==> config.mk <==
export PLATFORM = sky130hd
export DESIGN_NAME = frame_scheduler
export DESIGN_NICKNAME = d
export VERILOG_FILES = /design/src/rtl/frame_scheduler.sv
export SDC_FILE = /design/constraint.sdc
export NUM_CORES = 1
export LEC_CHECK = 0
export CORE_MARGIN = 2
export CORE_UTILIZATION = 40
export CTS_BUF_LIST = sky130_fd_sc_hd__clkbuf_8 sky130_fd_sc_hd__clkbuf_16
export DETAILED_ROUTE_END_ITERATION = 10
export PLACE_DENSITY = 0.77
export SYNTH_ARGS = -nofsm -noshare
export SYNTH_HDL_FRONTEND = slang
export SYNTH_SLANG_ARGS = --single-unit
==> constraint.sdc <==
create_clock -name Clock -period 1.75 [get_ports Clock]
set_clock_uncertainty 0.15 [all_clocks]
set_input_delay 0.175 -clock Clock [delete_from_list [all_inputs] [get_ports Clock]]
set_output_delay 0.175 -clock Clock [all_outputs]
set_load 0.02 [all_outputs]
==> src/rtl/frame_scheduler.sv <==
// frame_scheduler: per-frame req/ack position update sequenced on vSync, committed to renderer shadows
module frame_scheduler #(
  parameter int UPDATE_DIV = 1,
  parameter int W          = 12,
  parameter int FC_W       = 16,
  parameter int BALL_X0    = 400,
  parameter int BALL_Y0    = 300,
  parameter int PAD_Y0     = 260
) (
  input  logic            Clock,
  input  logic            Reset_n,
  input  logic            blank_n,
  input  logic            vSync_n,
  input  logic            pause,
  input  logic            updAck,
  input  logic [W-1:0]    ballXIn,
  input  logic [W-1:0]    ballYIn,
  input  logic [W-1:0]    padLIn,
  input  logic [W-1:0]    padRIn,
  output logic            updReq,
  output logic            frameTick,
  output logic [FC_W-1:0] frameCount,
  output logic [7:0]      missCount,
  output logic [W-1:0]    ballX,
  output logic [W-1:0]    ballY,
  output logic [W-1:0]    padL,
  output logic [W-1:0]    padR
);
  typedef enum logic [1:0] {IDLE, REQ, ACKLOW} state_t;
  state_t state_q, state_d;
  logic vs_q, vs_edge, upd_frame, cap, drop;
  logic req_q, req_d, tick_q, tick_d;
  logic [7:0] div_q, div_d, miss_q, miss_d;
  logic [FC_W-1:0] fc_q, fc_d;
  logic [W-1:0] bx_q, bx_d, by_q, by_d, pl_q, pl_d, pr_q, pr_d;
  always_comb begin
    vs_edge   = vs_q & ~vSync_n;
    upd_frame = vs_edge & ~pause & (div_q == 8'(UPDATE_DIV - 1));
    div_d     = (vs_edge & ~pause) ? (upd_frame ? 8'd0 : div_q + 8'd1) : div_q;
    fc_d      = fc_q + FC_W'(vs_edge);
    tick_d    = vs_edge;
    cap       = (state_q == REQ) & updAck;
    drop      = (state_q == REQ) & ~updAck & blank_n;
    // ack beats a simultaneous return to active video
    state_d   = (state_q == IDLE) ? (upd_frame ? REQ : IDLE) :
                (state_q == REQ)  ? (updAck ? ACKLOW : (blank_n ? IDLE : REQ)) :
                                    (updAck ? ACKLOW : IDLE);
    req_d     = (state_d == REQ);
    miss_d    = miss_q + 8'(drop & (miss_q != 8'hff));
    bx_d      = cap ? ballXIn : bx_q;
    by_d      = cap ? ballYIn : by_q;
    pl_d      = cap ? padLIn  : pl_q;
    pr_d      = cap ? padRIn  : pr_q;
  end
  always_ff @(posedge Clock) begin
    if (!Reset_n) begin
      state_q <= IDLE;
      vs_q    <= 1'b1;
      req_q   <= 1'b0;
      tick_q  <= 1'b0;
      div_q   <= '0;
      fc_q    <= '0;
      miss_q  <= '0;
      bx_q    <= W'(BALL_X0);
      by_q    <= W'(BALL_Y0);
      pl_q    <= W'(PAD_Y0);
      pr_q    <= W'(PAD_Y0);
    end else begin
      state_q <= state_d;
      vs_q    <= vSync_n;
      req_q   <= req_d;
      tick_q  <= tick_d;
      div_q   <= div_d;
      fc_q    <= fc_d;
      miss_q  <= miss_d;
      bx_q    <= bx_d;
      by_q    <= by_d;
      pl_q    <= pl_d;
      pr_q    <= pr_d;
    end
  end
  assign updReq     = req_q;
  assign frameTick  = tick_q;
  assign frameCount = fc_q;
  assign missCount  = miss_q;
  assign ballX      = bx_q;
  assign ballY      = by_q;
  assign padL       = pl_q;
  assign padR       = pr_q;
endmodule

==> results of run 1 <==
worst paths after layout:
kind	end	slack, ns	depth (start not counted)
setup / recovery	missCount[2]$_SDFF_PN0_	-0.005	8
hold / removal	state_q[1]$_SDFF_PN0_	0.04	2
hold reg to reg	ballX[5]$_SDFFE_PN0P_	0.31	2
setup reg to reg	missCount[2]$_SDFF_PN0_	-0.005	8
stage by stage:
step / TNS, ns / cells / hold WS [ns]
after floorplan: 0 / 384 / 0.126
after global placement: -4.45 / 623 / 0.298
after detailed placement: -5.67 / 623 / 0.306
after CTS: -0.00240 / 642 / 0.0307
after global routing: -0.630 / 642 / 0.0251
final: -0.00464 / 642 / 0.0380
timing repair:
| action | 4_1_cts | 5_1_grt |
|---|---|---|
| resized for setup | 21 | 21 |
| setup endpoints to repair | 15 | 29 |
| cloned | 0 | 0 |
| hold endpoints to repair | 0 | 0 |
| setup buffers | 3 | 0 |
| pin swaps | 7 | 6 |
worst register-to-register path, stage by stage (launching register included):
cell     delay [ns]
dfxtp_4        0.35
and3_4         0.20
nand2_2        0.06
o21a_1         0.20
ha_4           0.17
ha_4           0.16
buf_6          0.10
xor2_1         0.13
and2_1         0.14
cells in the final DEF, fill, tap and decap left out, types with 3 or more instances in the layout:
master / count
and2_1: 19
dlygate4sd2_1: 8
nand2_1: 106
xor2_1: 12
ha_4: 3
a21boi_0: 41
xnor2_1: 8
nor3_1: 4
dfxtp_1: 80
nand2b_1: 3
dfxtp_4: 3
buf_4: 24
dlymetal6s2s_1: 11
clkbuf_8: 9
nor2_1: 9
or3_1: 5
clkinv_2: 3
nand3_1: 22
nand4_1: 7
o21ai_0: 5
buf_12: 4
inv_1: 4
a21boi_1: 3
clkdlybuf4s50_1: 107
nor4_2: 3
per-layer routing:
metal	wire [um]	track usage (%)
met2	4340	32.2
met3	340	4.86
met4	179	5.24
met5	0	0
met1	3690	23.3
power by group through the flow:
stage	sequential [mW]	combinational (mW)	clock, mW
after global routing	1.99	0.408	1.71
after global placement	2.03	0.366	0
after CTS	1.98	0.377	1.61
after detailed placement	2.03	0.373	0
final	1.99	0.376	1.58
after floorplan	2.07	0.0957	0
sequential cells by signal, summed over array words and instances (netlist names), 2 cells and up:
signal and count:
state_q 2, div_q 8, frameCount 16, ballX 12
padR 12, ballY 12, missCount 8, padL 12
cells by family (layout without fill, tap and decap cells):
logic type / after synthesis / count (layout)
simple gates: 196 / 196
flops: 85 / 85
compound gates: 53 / 53
buf+inv: 23 / 176
xor+xnor: 20 / 20
fa+ha+maj: 6 / 6
mux: 1 / 1
final cells by class:
type                            count  area (sq um)
Clock inverter                      6          83.8
Inverter                            4          15.0
Multi-Input combinational cell    276          1710
Sequential cell                    85          1720
Fill cell                         669          2860
Tap cell                          105           131
Timing Repair Buffer              156          1560
Clock buffer                       10           149
==> flow_summary.yaml, run 1 <==
synthesis:
  synth_xor_area_share_pct: 5.19
  synth.avg_cell_area_sq_um: 8.79
  synth_cell_types: 34
  syn-num-nets: 444
  synth.most_common_cell: "nand2_1"
  synth_top_area_share_pct: 50.4
  synthArstFlopShare_pct: 0
  ys_top_cells_by_area: "dfxtp_1 (50%), nand2_1 (12%), a21boi_0 (9.8%)"
  synth_area_leader_cell: "dfxtp_1"
  synthMuxAreaShare_pct: 0.297
  yosysWarnings: 0
  synth_seq_area_share_pct: 50.4
  synthTopCellsByCount: "nand2_1 (108), dfxtp_1 (85), a21boi_0 (44), nand3_1 (23), and2_1 (19)"
  synth_top_family_by_area: "simple AND/OR/NAND/NOR gates"
  syn-instance-count: 384
  ys.flop_type: "dfxtp_1"
  syn_area_sq_mm: 0.00338
  synth_compound_area_share_pct: 11.4
  ys_seq_elements: 85
  synth_edf_count: 0
  synthAdderAreaFrac_pct: 2.22
  synthSimpleGateAreaFrac_pct: 27.8
setup_path:
  worstSetupPathType: "flop to flop"
  slowest_delay_ns: 0.35
  crit_chain: "and3_4 > nand2_2 > o21a_1 > ha_4 > ha_4 > buf_6 > xor2_1 > and2_1"
  cp_max_fo: 3
  endpoint_kind: "flop"
  cp_top_family: "simple AND/OR/NAND/NOR gates"
  required_ns: 1.85
  crit_arrival_ns: 1.85
  cp_num_buf_inv: 1
  startpoint_type: "flop"
  slowest_stage: "dfxtp_4"
  crit_start: "missCount[3]$_SDFF_PN0_"
  reg2reg_from: "missCount[3]$_SDFF_PN0_"
  cpMostUsedCell: "ha_4"
drt:
  wl_per_cell_um: 13.3
  firstDrtPassIters: 4
  drc: 0
  drt-total-wl_um: 8560
  vias: 3100
  antenna_left: 0
  drt_iter0_drc: 106
  via_per_inst: 4.83
global_routing:
  grtUsageTotal_pct: 18.8
  grt_pass1_wl_um: 13700
  antenna_found_initial: 0
  overflow: 0
  grt_pass1_vias: 3005
  grt_start_max_net_pins: 42
pwr:
  p_sw_share_pct: 21.9
  power_frac_clock_pct: 40.0
  p_switching_uw: 864
  seqPwrFrac_pct: 50.4
  irDropWorstVdd_v: 0.000441
  comb_power_share_pct: 9.6
  internal_power_mw: 3.07
  pwr_density_cell_mw_per_mm2: 735
  p_leak_nw: 2.27
  fin_total_pwr_mw: 3.94
placed_design:
  place_area_sq_mm: 0.00498
  gp_congestion: 0.858
  dpl.hpwl_um: 6060
  port_buffers: 127
  pre_cts_ws_ns: -0.431
status:
  status: "finished, violations left"
  violations: "setup timing"
clock_network:
  cts_tree: "yes"
  cts_buffers: 9
  clkSinkCount: 85
  cts_root_buf: "clkbuf_8"
  clk_latency_ns: 0.34
  h-tree-depth: 3
  clock_path_buffers: 2
  path_clk_slew_ns: 0.09
  hold_buffers: 0
die:
  core_sq_mm: 0.00822
  die_x_um: 95.9
  dieArea_sq_mm: 0.00919
  die_h_um: 95.9
  row_count: 33
  ios: 128
  initial_utilization_pct: 41.1
cells_and_area:
  fin_area_sq_mm: 0.00536
  final_core_util_pct: 65.2
  area_delta_synth_final_pct: 58.8
  layout-drive-gt1-share_pct: 13.2
  nets: 592
  diodes: 0
timing:
  max_freq_mhz: 570
  slew_violations: 0
  min_period_ns: 1.75
  slew-limit-headroom_pct: 74.7
  fin_ws_ns: -0.00464
  hold_viol_final: 0
  worst_pin_slew_ns: 0.378
  min_period_over_period_pct: 100
  rsz0062_at_grt: "true"
  finalSetupViolCount: 1
min_path:
  hp-start: "Reset_n"
  hp-class: "input port to flop"
flow_run:
  maxCapViolations: 0
Power figures use the tool's default switching activity.
==> inputs of run 2 (changes only) <==
Settings changed: CORE_MARGIN 2 to 4.
==> run 2 against run 1 <==
  * The run still ends with setup timing left
  * Flip-flop and latch count unchanged
  * Maximum frequency down 1.1%
  * Critical path depth unchanged
  * Combinational power about the same
  * Largest power group unchanged
  * Largest cell class is now multi-input combinational cells
  * Power down 5.9%
  * Critical endpoint unchanged
  * Routed wire length up 5.3%
  * Die area up 8.5%
==> flow_summary.yaml, run 2 (same netlist as run 1, synthesis figures left out) <==
clock_network:
  cts_root_buf: "clkbuf_8"
  clkSinkCount: 85
  clock_path_buffers: 2
  path_clk_slew_ns: 0.08
  cts_buffers: 9
  clk_latency_ns: 0.34
  cts_tree: "yes"
  h-tree-depth: 3
cells_and_area:
  final_cell_mix: "nand2_1 (107), clkdlybuf4s50_1 (107), dfxtp_1 (79), a21boi_0 (41), buf_4 (23)"
  fin_area_sq_mm: 0.00531
  largest_register_ffs: 16
  fillCellCount: 687
  layout-drive-gt1-share_pct: 13.4
  diodes: 0
  area_delta_synth_final_pct: 57.4
  fin_cells: 641
  nets: 591
drt:
  wl_per_cell_um: 14.1
  firstDrtPassIters: 4
  drt-total-wl_um: 9010
  antenna_left: 0
  vias: 3152
  via_per_inst: 4.92
  drt_iter0_drc: 93
  drc: 0
global_routing:
  grt_pass1_vias: 2962
  grt_pass1_wl_um: 14300
  antenna_found_initial: 0
  grt_start_max_net_pins: 38
  overflow: 0
  grtUsageTotal_pct: 17.8
timing:
  fin_ws_ns: -0.0237
  hold_viol_final: 0
  worst_pin_slew_ns: 0.377
  min_period_ns: 1.77
  slew-limit-headroom_pct: 74.8
  fin_setup_tns_ns: -0.0237
  slew_violations: 0
  max_freq_mhz: 564
  rsz0062_at_grt: "true"
  finalSetupViolCount: 1
  min_period_over_period_pct: 101
status:
  status: "finished, violations left"
  violations: "setup timing"
setup_path:
  startpoint_type: "flop"
  cp_max_fo: 3
  r2r_slack_ns: -0.02
  required_ns: 1.85
  worstSetupPathType: "flop to flop"
  crit_arrival_ns: 1.87
  endpoint_kind: "flop"
placed_design:
  pre_cts_ws_ns: -0.403
  dpl.hpwl_um: 6340
  place_area_sq_mm: 0.00497
  port_buffers: 127
  gp_congestion: 0.874
  placedCellCount: 622
pwr:
  p_switching_uw: 881
  p_sw_share_pct: 23.8
  pwr_density_cell_mw_per_mm2: 697
  seqPwrFrac_pct: 53.6
  power_frac_clock_pct: 36.3
  irDropWorstVdd_v: 0.000626
  internal_power_mw: 2.82
  comb_power_share_pct: 10.1
  p_leak_nw: 2.19
die:
  initial_utilization_pct: 41.1
  die_x_um: 99.9
  dieArea_sq_mm: 0.00997
  ios: 128
  row_count: 33
  die_h_um: 99.9
  core_sq_mm: 0.00822
min_path:
  hp-class: "input port to flop"
flow_run:
  maxCapViolations: 0
run 2: power by group through the flow:
stage,Combinational [mW],Clock (mW),Sequential (mW)
floorplan,0.0957,0,2.07
detailed placement,0.369,0,2.03
finish,0.373,1.35,1.98
global placement,0.364,0,2.03
global route,0.403,1.46,1.99
CTS,0.372,1.37,1.98
run 2: through the flow:
step	hold slack, ns	utilization, %	power (mW)
finish	0.0687	64.7	3.70
global route	0.0752	64.7	3.85
CTS	0.0557	63.2	3.73
detailed placement	0.303	60.5	2.40
global placement	0.299	60.5	2.39
floorplan	0.126	-	2.16
run 2: per-layer routing:
metal	vias up	wire [um]	track usage (%)
met5	-	0	0
met4	0	99	5.46
li1	1575	-	-
met1	1473	3740	21.1
met3	10	584	4.86
met2	94	4580	31.2
run 2: final timing paths:
check,startpoint,to,depth (start not counted)
max,missCount[5]$_SDFF_PN0_,missCount[2]$_SDFF_PN0_,8
max reg2reg,missCount[5]$_SDFF_PN0_,missCount[2]$_SDFF_PN0_,8
min reg2reg,padR[9]$_SDFFE_PN0P_,padR[9]$_SDFFE_PN0P_,2
min,Reset_n,state_q[1]$_SDFF_PN0_,2
run 2: repair_timing:
action / CTS / global route
hold buffers: 0 / 0
buffers inserted: 0 / 3
setup endpoints to repair: 21 / 19
pin swaps: 4 / 7
gates resized for setup: 23 / 22
run 2: worst max-delay path, cell delays in order (launching register included):
cell and delay [ns]:
dfxtp_4 0.35, and3_4 0.20, nand2_4 0.05, o21a_1 0.20, ha_4 0.18, ha_4 0.16, buf_6 0.11, xor2_2 0.13
and2_1 0.15
run 2: final cells by class:
class | count | area [sq um] | area share (%)
Clock buffer | 11 | 163 | 3.06
Clock inverter | 5 | 33.8 | 0.636
Inverter | 4 | 15.0 | 0.283
Multi-Input combinational cell | 276 | 1720 | 32.4
Sequential cell | 85 | 1720 | 32.3
Tap cell | 105 | 131 | 2.47
Timing Repair Buffer | 155 | 1530 | 28.8
==> inputs of run 3 (changes only) <==
Settings changed: CORE_ASPECT_RATIO set to 0.9, CORE_MARGIN 4 to not set.
==> run 3 against run 2 <==
  * The flow still finishes with violations (setup timing)
  * Die area is 12% lower
  * Combinational power hardly changed
  * Design area is 1.8% lower
  * Global-route usage is 1.7 points higher
  * Largest power group unchanged
  * Highest routed layer unchanged
==> flow_summary.yaml, run 3 (same netlist as run 1, synthesis figures left out) <==
drt:
  drt_iter0_drc: 116
  antenna_left: 0
  drc: 0
  wl_per_cell_um: 13.2
  via_per_inst: 4.88
  firstDrtPassIters: 4
  drt-total-wl_um: 8330
  vias: 3072
setup_path:
  worstSetupPathType: "flop to flop"
  required_ns: 1.84
  cpMostUsedCell: "ha_4"
  slowest_delay_ns: 0.33
  crit_arrival_ns: 1.86
  cp_top_family: "simple AND/OR/NAND/NOR gates"
  cp_max_fo: 3
  endpoint_kind: "flop"
  slowest_stage: "dfxtp_2"
  crit_chain: "nor4bb_2 > o21a_1 > ha_4 > ha_4 > nand3_1 > xnor2_1 > and2_1"
  startpoint_type: "flop"
  cp_num_buf_inv: 0
pwr:
  p_leak_nw: 2.14
  fin_total_pwr_mw: 3.59
  pwr_density_cell_mw_per_mm2: 688
  irDropWorstVdd_v: 0.000519
timing:
  slew-limit-headroom_pct: 70.9
  max_freq_mhz: 565
  rsz0062_at_grt: "true"
  finalSetupViolCount: 6
  fin_ws_ns: -0.0208
  fin_setup_tns_ns: -0.0680
  min_period_over_period_pct: 101
  min_period_ns: 1.77
  hold_ws_ns: 0.0876
  slew_violations: 0
  worst_pin_slew_ns: 0.437
  hold_viol_final: 0
global_routing:
  grtUsageTotal_pct: 19.5
  grt_pass1_vias: 2971
  overflow: 0
  antenna_found_initial: 0
  grt_pass1_wl_um: 13500
  grt_start_max_net_pins: 52
cells_and_area:
  fillCellCount: 697
  final_core_util_pct: 64.4
  final_cell_mix: "clkdlybuf4s50_1 (107), nand2_1 (106), dfxtp_1 (80), a21boi_0 (42), nand3_1 (21)"
  layout-drive-gt1-share_pct: 12.1
  diodes: 0
  area_delta_synth_final_pct: 54.6
  largest_register_ffs: 16
  layout_commonest_cell: "clkdlybuf4s50_1"
  fin_area_sq_mm: 0.00522
  nets: 587
  regArea_sq_mm: 0.00172
  fin_cells: 630
  multi_input_area_sq_mm: 0.00170
placed_design:
  placedCellCount: 614
  port_buffers: 127
  dpl.hpwl_um: 6000
  place_area_sq_mm: 0.00495
  gp_congestion: 0.773
  pre_cts_ws_ns: -0.418
clock_network:
  clk_latency_ns: 0.35
  path_clk_slew_ns: 0.08
  clkSinkCount: 85
  cts_buffers: 9
  h-tree-depth: 3
  cts_root_buf: "clkbuf_8"
  cts_tree: "yes"
  clock_path_buffers: 2
die:
  ios: 128
  row_count: 31
  core_sq_mm: 0.00811
  die_h_um: 89.2
  dieArea_sq_mm: 0.00881
  initial_utilization_pct: 41.6
  die_x_um: 98.8
status:
  status: "finished, violations left"
  violations: "setup timing"
flow_run:
  maxCapViolations: 0
min_path:
  hp-class: "input port to flop"
==> run 3: power breakdown <==
group | switching, mW | internal (mW)
logic | 0.151 | 0.219
clock network | 0.656 | 0.581
registers | 0.0205 | 1.96
total | 0.827 | 2.76
==> run 3: per-layer routing <==
layer  share of wire, %  vias to the layer above  track usage (%)  wire (um)
met4               0.84                        0             6.11         70
met2                 49                       79             34.7       4110
met3                6.4                        9             7.19        537
met5                  0                        -                0          0
li1                   -                     1558                -          -
met1                 43                     1426             22.0       3610
==> run 3: worst register-to-register path: stages (launching register included) <==
cell and delay, ns:
dfxtp_2 0.33, nor4bb_2 0.31, o21a_1 0.21, ha_4 0.16
ha_4 0.14, nand3_1 0.09, xnor2_1 0.13, and2_1 0.15
==> run 3: final cells by class <==
cell class / count / share of cell area [%]
clock buffer: 10 / 2.85
clock inverter: 5 / 0.503
inverter: 4 / 0.288
multi-input combinational: 276 / 32.6
sequential: 85 / 32.9
tap: 99 / 2.37
timing repair buffer: 151 / 28.5
==> run 3: repair_timing <==
item | in CTS | in global routing
resized for setup | 20 | 21
setup endpoints to repair | 24 | 16
pin swaps | 3 | 10
buffers inserted | 0 | 1
hold buffers | 0 | 0
==> run 3: worst paths after layout <==
path / from / to / slack (ns) / cells past startpoint
setup / recovery: state_q[1]$_SDFF_PN0_ / missCount[4]$_SDFF_PN0_ / -0.02 / 7
hold / removal: Reset_n / div_q[2]$_SDFFE_PN0P_ / 0.09 / 4
setup reg to reg: state_q[1]$_SDFF_PN0_ / missCount[4]$_SDFF_PN0_ / -0.02 / 7
hold reg to reg: ballY[9]$_SDFFE_PN0P_ / ballY[9]$_SDFFE_PN0P_ / 0.31 / 2
==> variant 1: new RTL, config.mk and constraints of run 3 <==
Take the reset off `fc_q` and load it in a clocked block of its own.
--- a/src/rtl/frame_scheduler.sv
+++ b/src/rtl/frame_scheduler.sv
@@ -61,3 +61,2 @@
       div_q   <= '0;
-      fc_q    <= '0;
       miss_q  <= '0;
@@ -73,3 +72,2 @@
       div_q   <= div_d;
-      fc_q    <= fc_d;
       miss_q  <= miss_d;
@@ -80,2 +78,6 @@
     end
+  end
+
+  always_ff @(posedge Clock) begin
+    fc_q <= fc_d;
   end
Behaviour: differs if Reset_n is asserted again (counterexample within 4 cycles, from zero or initial values and one cycle with Reset_n low); with Reset_n held inactive, the same outputs for 10 cycles.
==> variant 1 against run 3 <==
The run still ends with setup timing left; global-route usage grew 0.49 points; first-iteration DRC count shrank 31%; cell count shrank 0.79%; die area shrank 6.6%; sequential cell count is the same; synthesized area shrank 6.7%; via count grew 0.68%; design area shrank 1.0%; routed wire length shrank 3.4%; worst setup slack lost 0.052 ns.
Power is not compared: it rests on default switching activity, and its combinational part moved more than twofold at a synthesized area within 25%.
==> variant 1: results (changes against run 3) <==
Slew @ Worst Pin: 0.4644 ns (+0.02752 ns)
M2 GR Usage: 34.03% (-0.68 points)
wire length of the first global-routing pass: 13030 µm (-3.2%)
vias in the first global route: 2936 (-1.2%)
setup TNS: -0.3038 ns (-0.2358 ns)
gr usage total: 19.97% (+0.49 points)
Placer Congestion: 0.8035 (+4.0%)
FF-to-FF path depth: 5 (-2)
Area after DPL: 4820 µm² (-2.6%)
Nets: 584 (-0.51%)
Buffers, non-clock: 165 (+9.3%)
Final HPWL DP: 5859 µm (-2.4%)
width of the die: 95.53 µm (-3.3%)
fin util: 68.14% (+3.8 points)
XOR/XNOR Fraction of Synth Area: 5.284% (+0.095 points)
Post-Layout Cell Count: 625 (-0.79%)
wire per inst: 12.87 µm (-2.6%)
crit path max-delay cell type: or4b_4
met3 Use GR: 6.316% (-0.88 points)
Seq/Total Area, Yosys: 54.03% (+3.6 points)
mux share of post-synthesis cell area: 0% (-0.30 points)
Avg Vias per Cell: 4.949 (+1.5%)
Worst Slack Setup Final: -0.07277 ns (-0.05195 ns)
hold depth: 4 (unchanged)
Crit path largest cell delay: 0.47 ns (+0.14 ns)
post-synthesis cell count: 364 (-5.2%)
# fillers: 602 (-14%)
share of cells above drive strength 1: 16.07% (+4.0 points)
fraction of area in multi-input gates: 28.89% (-3.7 points)
clock network share of area: 4.359% (+1.0 points)
Root Driver: clkbuf_8
final setup vio count: 8 (+2)
Signal buf overhead: 30.93% (+2.4 points)
Compound-Gate Fraction of Synth Area: 10.25% (-1.2 points)
CTS clk-pin slew, worst paths: 0.08 ns (about the same)
placed insts: 608 (-0.98%)
met1 usage: 23.75% (+1.8 points)
Area contributors post-synth: dfxtp_1, nand2_1, a21oi_1, nand3_1, xor2_1
most frequent cells after synthesis: nand2_1, dfxtp_1, a21oi_1
DRT iter0 DRCs: 80 (-31%)
number of library cell types mapped by synthesis: 36 (+5.9%)
failing checks: setup timing
CP arrival: 1.94 ns (+0.08 ns)
Final Hold Slack: 0.07802 ns (-0.009589 ns)
R2R Path Start: div_q[0]
RR Endpoint: state_q[0]
FF+latch count: 85 (unchanged)
Seq. cell area: 1712 µm² (-0.22%)
outcome: complete, but fails checks
flip-flop count of the largest register after layout: 16 (unchanged)
Place WS: -0.4544 ns (-0.03681 ns)
Non-clock inverters: 5 (+1)
[variant 1: how the worst max path moves through the flow]
stage / start / end / slack [ns] / cells past startpoint
detailed placement: blank_n / missCount[6] / -0.45 / 8
global route: div_q[0] / state_q[0] / -0.13 / 5
floorplan: div_q[0] / state_q[0] / -0.04 / 5
global placement: blank_n / missCount[6] / -0.47 / 8
CTS: div_q[0] / state_q[0] / -0.07 / 5
finish: div_q[0] / state_q[0] / -0.07 / 5
[variant 1: what timing repair did]
action | in CTS | in global routing
gates resized for setup | 17 | 24
setup endpoints to repair | 18 | 28
pin swaps | 3 | 8
setup buffers | 0 | 1
gates cloned | 0 | 0
[variant 1: layer usage]
metal | share of wire, % | up-vias | wire (µm)
li1 | - | 1546 | -
met1 | 43 | 1438 | 3468
met2 | 48 | 97 | 3882
met3 | 7.2 | 12 | 583
met4 | 1.4 | 0 | 111
met5 | 0 | - | 0
[variant 1: report_power, final]
group	switching (mW)	internal [mW]
clock	0.680	0.840
sequential	0.0939	2.04
combinational	0.346	0.410
==> variant 2: new RTL, config.mk and constraints of run 3 <==
Made on the original files. Set the parameter `W` to 10 (it was 12).
--- a/src/rtl/frame_scheduler.sv
+++ b/src/rtl/frame_scheduler.sv
@@ -3,3 +3,3 @@
   parameter int UPDATE_DIV = 1,
-  parameter int W          = 12,
+  parameter int W          = 10,
   parameter int FC_W       = 16,
Ports: changed (8 resized); port bits go from 128 to 112. The function was not compared with the original's and may differ.
==> variant 2 against run 3 <==
The run still ends with setup timing left; design area shrank 5.9%; maximum frequency shrank 4.5%; worst setup slack lost 0.083 ns; total power shrank 7.9%; sequential cell count shrank 8; critical path depth shrank 2; routed wire length shrank 2.1%; utilization grew 4.0 points; synthesized area shrank 11%; synthesized cell count shrank 6.5%; worst hold slack gained 0.13 ns; largest power group unchanged.
==> variant 2: results (changes against run 3) <==
outcome: complete, but fails checks
failing checks: setup timing
crit path max-delay cell type: or4b_4
First-pass DRT Iterations: 4 (unchanged)
Area contributors post-synth: dfxtp_1, nand2_1, a21oi_1, nand3_1, ha_1
Seq. cell area: 1549 µm² (-9.7%)
largest net degree at the start of global routing: 41 (-21%)
wire per inst: 13.52 µm (+2.3%)
share of cells above drive strength 1: 19.02% (+7.0 points)
most frequent cells after synthesis: nand2_1, dfxtp_1, a21oi_1
gr usage total: 21.11% (+1.6 points)
wire length of the first global-routing pass: 13280 µm (-1.3%)
DRT Wirelength: 8154 µm (-2.1%)
Met3 Wirelength: 682 µm (+27%)
# fillers: 565 (-19%)
placed insts: 584 (-4.9%)
uppermost layer routed: met4
antenna violations before repair: 0 (unchanged)
CTS clk-pin slew, worst paths: 0.08 ns (about the same)
PortBufs: 111 (-13%)
Skew-Pair Late Insertion Delay: 0.35 ns (about the same)
post-synthesis cell count: 359 (-6.5%)
leak pwr: 2.008 nW (-6.1%)
Routed met2 length: 4052 µm (-1.4%)
Max IR drop VDD: 0.4950 mV (-4.7%)
number of library cell types mapped by synthesis: 34 (unchanged)
Mapped Nets: 411 (-7.4%)
DRT iter0 DRCs: 79 (-32%)
Placer Congestion: 0.8056 (+4.2%)
Antenna Cells: 0 (unchanged)
Cell Int Power: 2.481 mW (-10%)
Final HPWL DP: 5607 µm (-6.6%)
vias in the first global route: 2995 (+0.81%)
Slew @ Worst Pin: 0.3362 ns (-0.1007 ns)
Worst Slack Setup Final: -0.1040 ns (-0.08316 ns)
Crit path largest cell delay: 0.47 ns (+0.14 ns)
Area after DPL: 4543 µm² (-8.2%)
met1 WL: 3301 µm (-8.5%)
HP Start: ballXIn[0]
register share of total power: 54.6% (-0.6 points)
final setup vio count: 9 (+3)
Nets: 557 (-5.1%)
flip-flop count of the largest register after layout: 16 (unchanged)
CP arrival: 1.97 ns (+0.11 ns)
setup TNS: -0.8339 ns (-0.7659 ns)
Seq/Total Area, Yosys: 51.14% (+0.73 points)
CP startpoint: div_q[0]
R2R Path Start: div_q[0]
ys async rst share: 0% (unchanged)
Avg Vias per Cell: 5.055 (+3.7%)
variant 2: cell count changes after synthesis, moves of 8 or more:
| cell | run 3 | this run |
|---|---|---|
| a21boi_0 | 44 | 0 |
| nand2_1 | 108 | 98 |
| a21oi_1 | 0 | 46 |
| dfxtp_1 | 85 | 77 |
| and2_1 | 19 | 5 |
| xor2_1 | 12 | 4 |
variant 2: cell type report:
cell class / instances / share of cell area [%]
multi-input cells: 259 / 31.98
well taps: 93 / 2.370
clock buffers: 9 / 2.523
flip-flops and latches: 77 / 31.55
repair buffers: 153 / 30.33
clock inverters: 7 / 0.8665
inverters: 5 / 0.3823
variant 2: final timing paths:
path	slack [ns]	endpoint	depth (start not counted)
max	-0.10	state_q[0]	5
max reg2reg	-0.10	state_q[0]	5
min	0.21	ballX[0]	3
min reg2reg	0.31	padR[5]	2
variant 2: power groups by stage:
| stage | combinational, mW | clock [mW] | sequential (mW) |
|---|---|---|---|
| after global routing | 0.371 | 1.28 | 1.81 |
| after CTS | 0.334 | 1.19 | 1.80 |
| after floorplan | 0.0886 | 0 | 1.88 |
| final | 0.343 | 1.16 | 1.80 |
| after detailed placement | 0.331 | 0 | 1.84 |
| after global placement | 0.327 | 0 | 1.84 |
variant 2: worst reg2reg max path, stage by stage (launching register included):
cell and delay (ns):
dfxtp_2 0.33, inv_2 0.05, ha_1 0.14, or4b_4 0.47, or4_4 0.44, a211oi_2 0.19
variant 2: per-stage QoR:
step | utilization [%] | worst slack [ns]
2_1_floorplan | - | -0.04297
3_3_place_gp | 63.24 | -0.3804
3_5_place_dp | 63.24 | -0.3997
4_1_cts | 65.90 | -0.1207
5_1_grt | 68.34 | -0.2013
6_report | 68.34 | -0.1040
variant 2: cells by family (layout without fill, tap and decap cells):
| group | Yosys count | after routing | share of synthesized area (%) |
|---|---|---|---|
| XOR/XNOR | 6 | 6 | 1.743 |
| AND/OR/NAND/NOR | 174 | 174 | 27.73 |
| adder cells (fa/ha/maj) | 6 | 6 | 2.491 |
| AO/OA/AOI/OAI | 68 | 68 | 12.37 |
| multiplexers | 5 | 5 | 1.661 |
| flip-flops | 77 | 77 | 51.14 |
| buffers and inverters | 23 | 174 | 2.864 |
variant 2: metal layers:
layer	vias up	track usage (%)
li1	1526	-
met2	102	36.56
met1	1408	23.48
met5	-	0
met3	12	8.152
met4	0	7.552
variant 2: repair_timing:
action                     in CTS  in global routing
gates resized for setup        14                 39
pin swaps                       0                  6
setup endpoints to repair      23                 35
buffers inserted                1                  2
